==> src/rtl/servant_boot_ctrl.sv <==
// servant_boot_ctrl: SPI-driven boot/debug sequencer for servant RAM.
// Runs SET_ADDR/WRITE/READ/RUN commands as Wishbone word accesses and
// controls the CPU reset line.
// Optional macro SERVANT_BOOT_CSUM_EN adds an o_csum running sum of acked writes.
module servant_boot_ctrl #(
  parameter bit          BOOT_HALTED = 1'b1,
  parameter int unsigned TIMEOUT     = 255,
  parameter logic [31:0] ERR_DATA    = 32'hDEAD_BEEF
) (
  input  logic        i_clk,
  input  logic        i_rst,
  input  logic        i_cmd_valid,
  output logic        o_cmd_ready,
  input  logic [1:0]  i_cmd_op,
  input  logic [31:0] i_cmd_data,
  output logic        o_rsp_valid,
  input  logic        i_rsp_ready,
  output logic [31:0] o_rsp_data,
  output logic        o_err,
  output logic [31:0] o_wb_adr,
  output logic [31:0] o_wb_dat,
  output logic [3:0]  o_wb_sel,
  output logic        o_wb_we,
  output logic        o_wb_cyc,
  input  logic [31:0] i_wb_rdt,
  input  logic        i_wb_ack,
  output logic        o_cpu_reset
`ifdef SERVANT_BOOT_CSUM_EN
  ,
  output logic [31:0] o_csum
`endif
);

  typedef enum logic [1:0] {S_IDLE, S_BUS, S_RSP} state_t;
  typedef enum logic [1:0] {
    OP_SET_ADDR = 2'b00,
    OP_WRITE    = 2'b01,
    OP_READ     = 2'b10,
    OP_RUN      = 2'b11
  } op_t;

  localparam logic [15:0] TMO_LAST = 16'(TIMEOUT - 1);

  state_t      state, state_nxt;
  op_t         cmd_op;
  logic [31:0] addr;
  logic [15:0] tmo_cnt;
  logic        cmd_fire;
  logic        bus_done;

  assign cmd_op   = op_t'(i_cmd_op);
  assign cmd_fire = i_cmd_valid & o_cmd_ready;
  // A bus access ends on ack or on the last permitted wait cycle.
  assign bus_done = (state == S_BUS) & (i_wb_ack | (tmo_cnt == TMO_LAST));
  assign o_wb_sel = {4{o_wb_cyc}};

  // State register.
  always_ff @(posedge i_clk) begin
    if (i_rst) state <= S_IDLE;
    else       state <= state_nxt;
  end

  // Next-state decode and command handshake.
  always_comb begin
    state_nxt   = state;
    o_cmd_ready = 1'b0;
    case (state)
      S_IDLE: begin
        o_cmd_ready = 1'b1;
        if (i_cmd_valid && (cmd_op == OP_WRITE || cmd_op == OP_READ))
          state_nxt = S_BUS;
      end
      S_BUS: begin
        if (bus_done) state_nxt = o_wb_we ? S_IDLE : S_RSP;
      end
      S_RSP: begin
        if (i_rsp_ready) state_nxt = S_IDLE;
      end
      default: state_nxt = S_IDLE;
    endcase
  end

  // Datapath: address pointer, bus signals, response, error and CPU reset.
  always_ff @(posedge i_clk) begin
    if (i_rst) begin
      addr        <= '0;
      tmo_cnt     <= '0;
      o_wb_cyc    <= 1'b0;
      o_wb_we     <= 1'b0;
      o_wb_adr    <= '0;
      o_wb_dat    <= '0;
      o_rsp_valid <= 1'b0;
      o_rsp_data  <= '0;
      o_err       <= 1'b0;
      o_cpu_reset <= BOOT_HALTED;
    end else begin
      case (state)
        S_IDLE: begin
          if (cmd_fire) begin
            case (cmd_op)
              OP_SET_ADDR: addr <= {i_cmd_data[31:2], 2'b00};
              OP_RUN:      o_cpu_reset <= ~i_cmd_data[0];
              OP_WRITE: begin
                o_wb_cyc <= 1'b1;
                o_wb_we  <= 1'b1;
                o_wb_adr <= addr;
                o_wb_dat <= i_cmd_data;
                tmo_cnt  <= '0;
              end
              default: begin
                o_wb_cyc <= 1'b1;
                o_wb_we  <= 1'b0;
                o_wb_adr <= addr;
                tmo_cnt  <= '0;
              end
            endcase
          end
        end
        S_BUS: begin
          if (bus_done) begin
            o_wb_cyc <= 1'b0;
            o_wb_we  <= 1'b0;
            addr     <= addr + 32'd4;
            if (!i_wb_ack) o_err <= 1'b1;
            if (!o_wb_we) begin
              o_rsp_valid <= 1'b1;
              o_rsp_data  <= i_wb_ack ? i_wb_rdt : ERR_DATA;
            end
          end else begin
            tmo_cnt <= tmo_cnt + 16'd1;
          end
        end
        S_RSP: begin
          if (i_rsp_ready) o_rsp_valid <= 1'b0;
        end
        default: ;
      endcase
    end
  end

`ifdef SERVANT_BOOT_CSUM_EN
  // Running sum of acknowledged write data; restarted by SET_ADDR.
  always_ff @(posedge i_clk) begin
    if (i_rst)
      o_csum <= '0;
    else if (cmd_fire && cmd_op == OP_SET_ADDR)
      o_csum <= '0;
    else if (state == S_BUS && o_wb_we && i_wb_ack)
      o_csum <= o_csum + o_wb_dat;
  end
`endif

endmodule

==> config.mk <==
export PLATFORM = sky130hd
export DESIGN_NAME = servant_boot_ctrl
export DESIGN_NICKNAME = d
export VERILOG_FILES = /design/src/rtl/servant_boot_ctrl.sv
export SDC_FILE = /design/constraint.sdc
export NUM_CORES = 1
export LEC_CHECK = 0
export BUFFER_PORTS_ARGS = -buffer_cell sky130_fd_sc_hd__buf_2
export CORE_AREA = 8 8 137 139
export CTS_CLUSTER_DIAMETER = 50
export DETAILED_ROUTE_END_ITERATION = 16
export DIE_AREA = 0 0 145 147
export GPL_TIMING_DRIVEN = 0
export SLEW_MARGIN = 20
export SYNTH_ARGS = -nofsm -noshare
export SYNTH_HDL_FRONTEND = slang
export SYNTH_SLANG_ARGS = --single-unit
==> constraint.sdc <==
create_clock -name i_clk -period 2.4 [get_ports i_clk]
set_input_delay 0.36 -clock i_clk [delete_from_list [all_inputs] [get_ports i_clk]]
set_output_delay 0.36 -clock i_clk [all_outputs]
set_load 0.02 [all_outputs]
==> summary.md <==
| Metric | Value |
|---|---|
| Post-synthesis sequential area ratio | around 45% |
| Pre-CTS setup slack | -227 ps |
| Total track usage | about a fifth |
| Slew Limit Fails | 0 |
| Routed Antenna Nets | 0 |
| Setup ws final | 68.1 ps |
| Worst Skew | 8.86 ps |
| Initial Utilization | 39.0% |
| Top cells by area, synth | dfxtp_1 45%, nand2_1 10%, a21oi_1 7.5% |
| Slew headroom | 38.0% |
| Fraction of layout cells with a size suffix above 1 | 25.0% |
| Final period utilization | between 90 and 100% |
| Antenna diode count | 0 |
| Worst setup EP type | flip-flop |
| I/O pin cnt | around 180 |
| CTS tree | built |
| Max frequency | 429 MHz |
| Main synth FF type | dfxtp_1 |
| Port Buffer Count | 172 |
| Placed Cells | ~1200 |
| Reg clk slew, reported paths | roughly 60 ps |
| Most common cell in the netlist | nand2_1 |
| Arrival @ worst endpoint | between 2000 and 3000 ps |
| Clock Sinks | 147 |
| Detailed Place HPWL | 17000 um |
| DR pass1 iterations | 5 |
| Final Util | 49.8% |
| Critical path fanouts, max | 7 |
| Area Growth Syn to Fin | 27.6% |
| Worst min-delay path class | primary input to flip-flop |
| Initial DRC count | 537 |
| DR DRC count | 0 |
| Setup violators final | 0 |
| Share of the synthesized area in the top cell type | between 40% and 50% |
| Mean Syn Cell Area | approximately 8.0 um^2 |
| # rows | 48 |
| Dpl cell area | 0.00769 mm^2 |
| Post-synthesis cell count | around 820 |
| Cell Count, Final, Fillers Out | 1253 |
| Max VDD drop | a little over 0.5 mV |
| Cts bufs inserted | 17 |
| Slowest cell on crit path | or4_2 |
| Seq cells post-synth | 147 |
| Chip width | 145 um |
| DRT Wirelength | 22500 um |
| Clk Latency, worst-skew pair | 420 ps |
| Crit-path max cell delay | 730 ps |
| First-pass GRT wire length | 36000 um |
| Synth cell count leaders | 176 x nand2_1, 147 x dfxtp_1, 98 x a21oi_1, 54 x nor2_1, 47 x clkbuf_1 |
| RSZ-0062 raised after global routing | true |
| Synth Cell Area | between 0.006 and 0.007 mm^2 |
| Asr flop ratio synth | 0% |
| Max Root-Sink Buffers | 2 |
| GP Congestion | roughly 0.90 |
| Vias | roughly 6700 |
| Post-CTS Hold Fix Bufs | 0 |
| Die height | about 150 um |
| Tot Pwr | 5.92 mW |
| Clock root buffer | clkbuf_16 |
| Grt total ovfl | 0 |
| Yosys cell types | 61 |
| CP required | about 2700 ps |
| Max Cap Viol | 0 |
| Initial antenna violation count | 1 |
| Post-synth EDFFs | 0 |
| Hold Fails Final Rpt | 0 |
| PwrDens | about 710 mW/mm^2 |
| Final min period | ~2300 ps |
| Worst slew pin tran | 928 ps |
| CP Cell Sequence | ha_2 > nand4_1 > or4_2 > nor3_2 > o21ai_0 > a32o_1 |
| Finished Cell Area | between 0.008 and 0.009 mm^2 |
| Vias per cell | between 5 and 6 |
| Run status | completed |
| Fillers | about 1700 |
| Crit start category | flip-flop |
| Total die area | ~0.021 mm^2 |
| H-tree Lvls | 4 |
| Largest net degree at the start of global routing | 17 |
| Wirelength per Cell | about 18 um |
| Leakage | ~3.4 nW |
| Post-synth top area cell | dfxtp_1 |
| Core box area | about 0.017 mm^2 |
| Crit Path Category | flip-flop to flip-flop |
| Synth warnings | 0 |
| Vias in the first global route | roughly 6600 |
| Final net count | 1092 |
placed cells by master (no fill, tap or decap), types with 6 or more instances in the layout:
| cell type | count |
|---|---|
| nand2_1 | 176 |
| buf_4 | 15 |
| inv_1 | 36 |
| o41ai_1 | 6 |
| buf_2 | 176 |
| nor3_1 | 10 |
| o31ai_1 | 8 |
| clkbuf_16 | 17 |
| clkbuf_1 | 41 |
| dfxtp_1 | 147 |
| buf_6 | 6 |
| nor4_1 | 7 |
| a211oi_1 | 6 |
| a22o_1 | 10 |
| a21oi_1 | 98 |
| a311oi_1 | 28 |
| o21ai_0 | 29 |
| nor2_1 | 54 |
| nand3_1 | 19 |
| clkbuf_2 | 6 |
| nand4_1 | 13 |
routing by layer:
metal	track usage (%)	wire, um	up-vias
met5	0	13	-
met4	7.89	606	2
met3	7.57	2180	44
met2	32.8	10100	299
met1	25.8	9600	3096
li1	-	-	3279
registers in the layout, summed over array words and instances (netlist names):
| signal | count |
|---|---|
| o_cpu_reset | 1 |
| o_wb_cyc | 1 |
| o_wb_dat | 32 |
| tmo_cnt | 16 |
| addr | 30 |
| o_rsp_valid | 1 |
| o_err | 1 |
| o_wb_we | 1 |
| o_wb_adr | 30 |
| state | 2 |
| o_rsp_data | 32 |
cells by family after synthesis:
group                    share of synthesized area [%]
AND/OR/NAND/NOR                                   23.5
AO/OA/AOI/OAI                                     22.0
flip-flops                                        45.0
buffers and inverters                             7.19
XOR/XNOR                                         0.937
adder cells (fa/ha/maj)                           1.15
other                                           0.0573
multiplexers                                     0.172
layout make-up:
| class | instances | area [um^2] | share of cell area [%] |
|---|---|---|---|
| Multi-Input combinational cell | 567 | 3170 | 38.0 |
| Sequential cell | 147 | 2940 | 35.3 |
| Timing Repair Buffer | 179 | 913 | 10.9 |
| Clock buffer | 19 | 453 | 5.43 |
| Buffer | 67 | 339 | 4.06 |
| Tap cell | 225 | 282 | 3.37 |
| Inverter | 36 | 135 | 1.62 |
| Clock inverter | 13 | 110 | 1.32 |
per-stage QoR:
step	hold WS, ps	TNS [ps]
detailed placement	444	-5300
finish	141	0
global route	137	-228
CTS	132	-26.7
global placement	440	-4440
floorplan	445	0
path summary, 6_finish.rpt:
| kind | from | to | slack, ps | depth (start not counted) |
|---|---|---|---|---|
| max | addr[2] | addr[28] | 70 | 6 |
| min | i_wb_rdt[17] | o_rsp_data[17] | 140 | 2 |
| max reg2reg | addr[2] | addr[28] | 70 | 6 |
| min reg2reg | o_wb_adr[17] | o_wb_adr[17] | 450 | 2 |
power breakdown:
group	internal, mW	switching (mW)
logic	0.260	0.495
clock network	1.47	1.06
registers	2.54	0.0919
total	4.27	1.65
critical path: cells and delay by family, from the launching register on:
family	cells	cell delay (ps)
and+or+nand+nor	3	1090
DFF	1	470
AOI/OAI and AO/OA	2	370
adders and majority gates	1	300
what timing repair did:
item | CTS | global route
gates resized for setup | 6 | 9
pin swaps | 3 | 1
buffers inserted | 4 | 3
setup endpoints to repair | 55 | 68
Note: power is estimated with default switching activity, not from simulation.
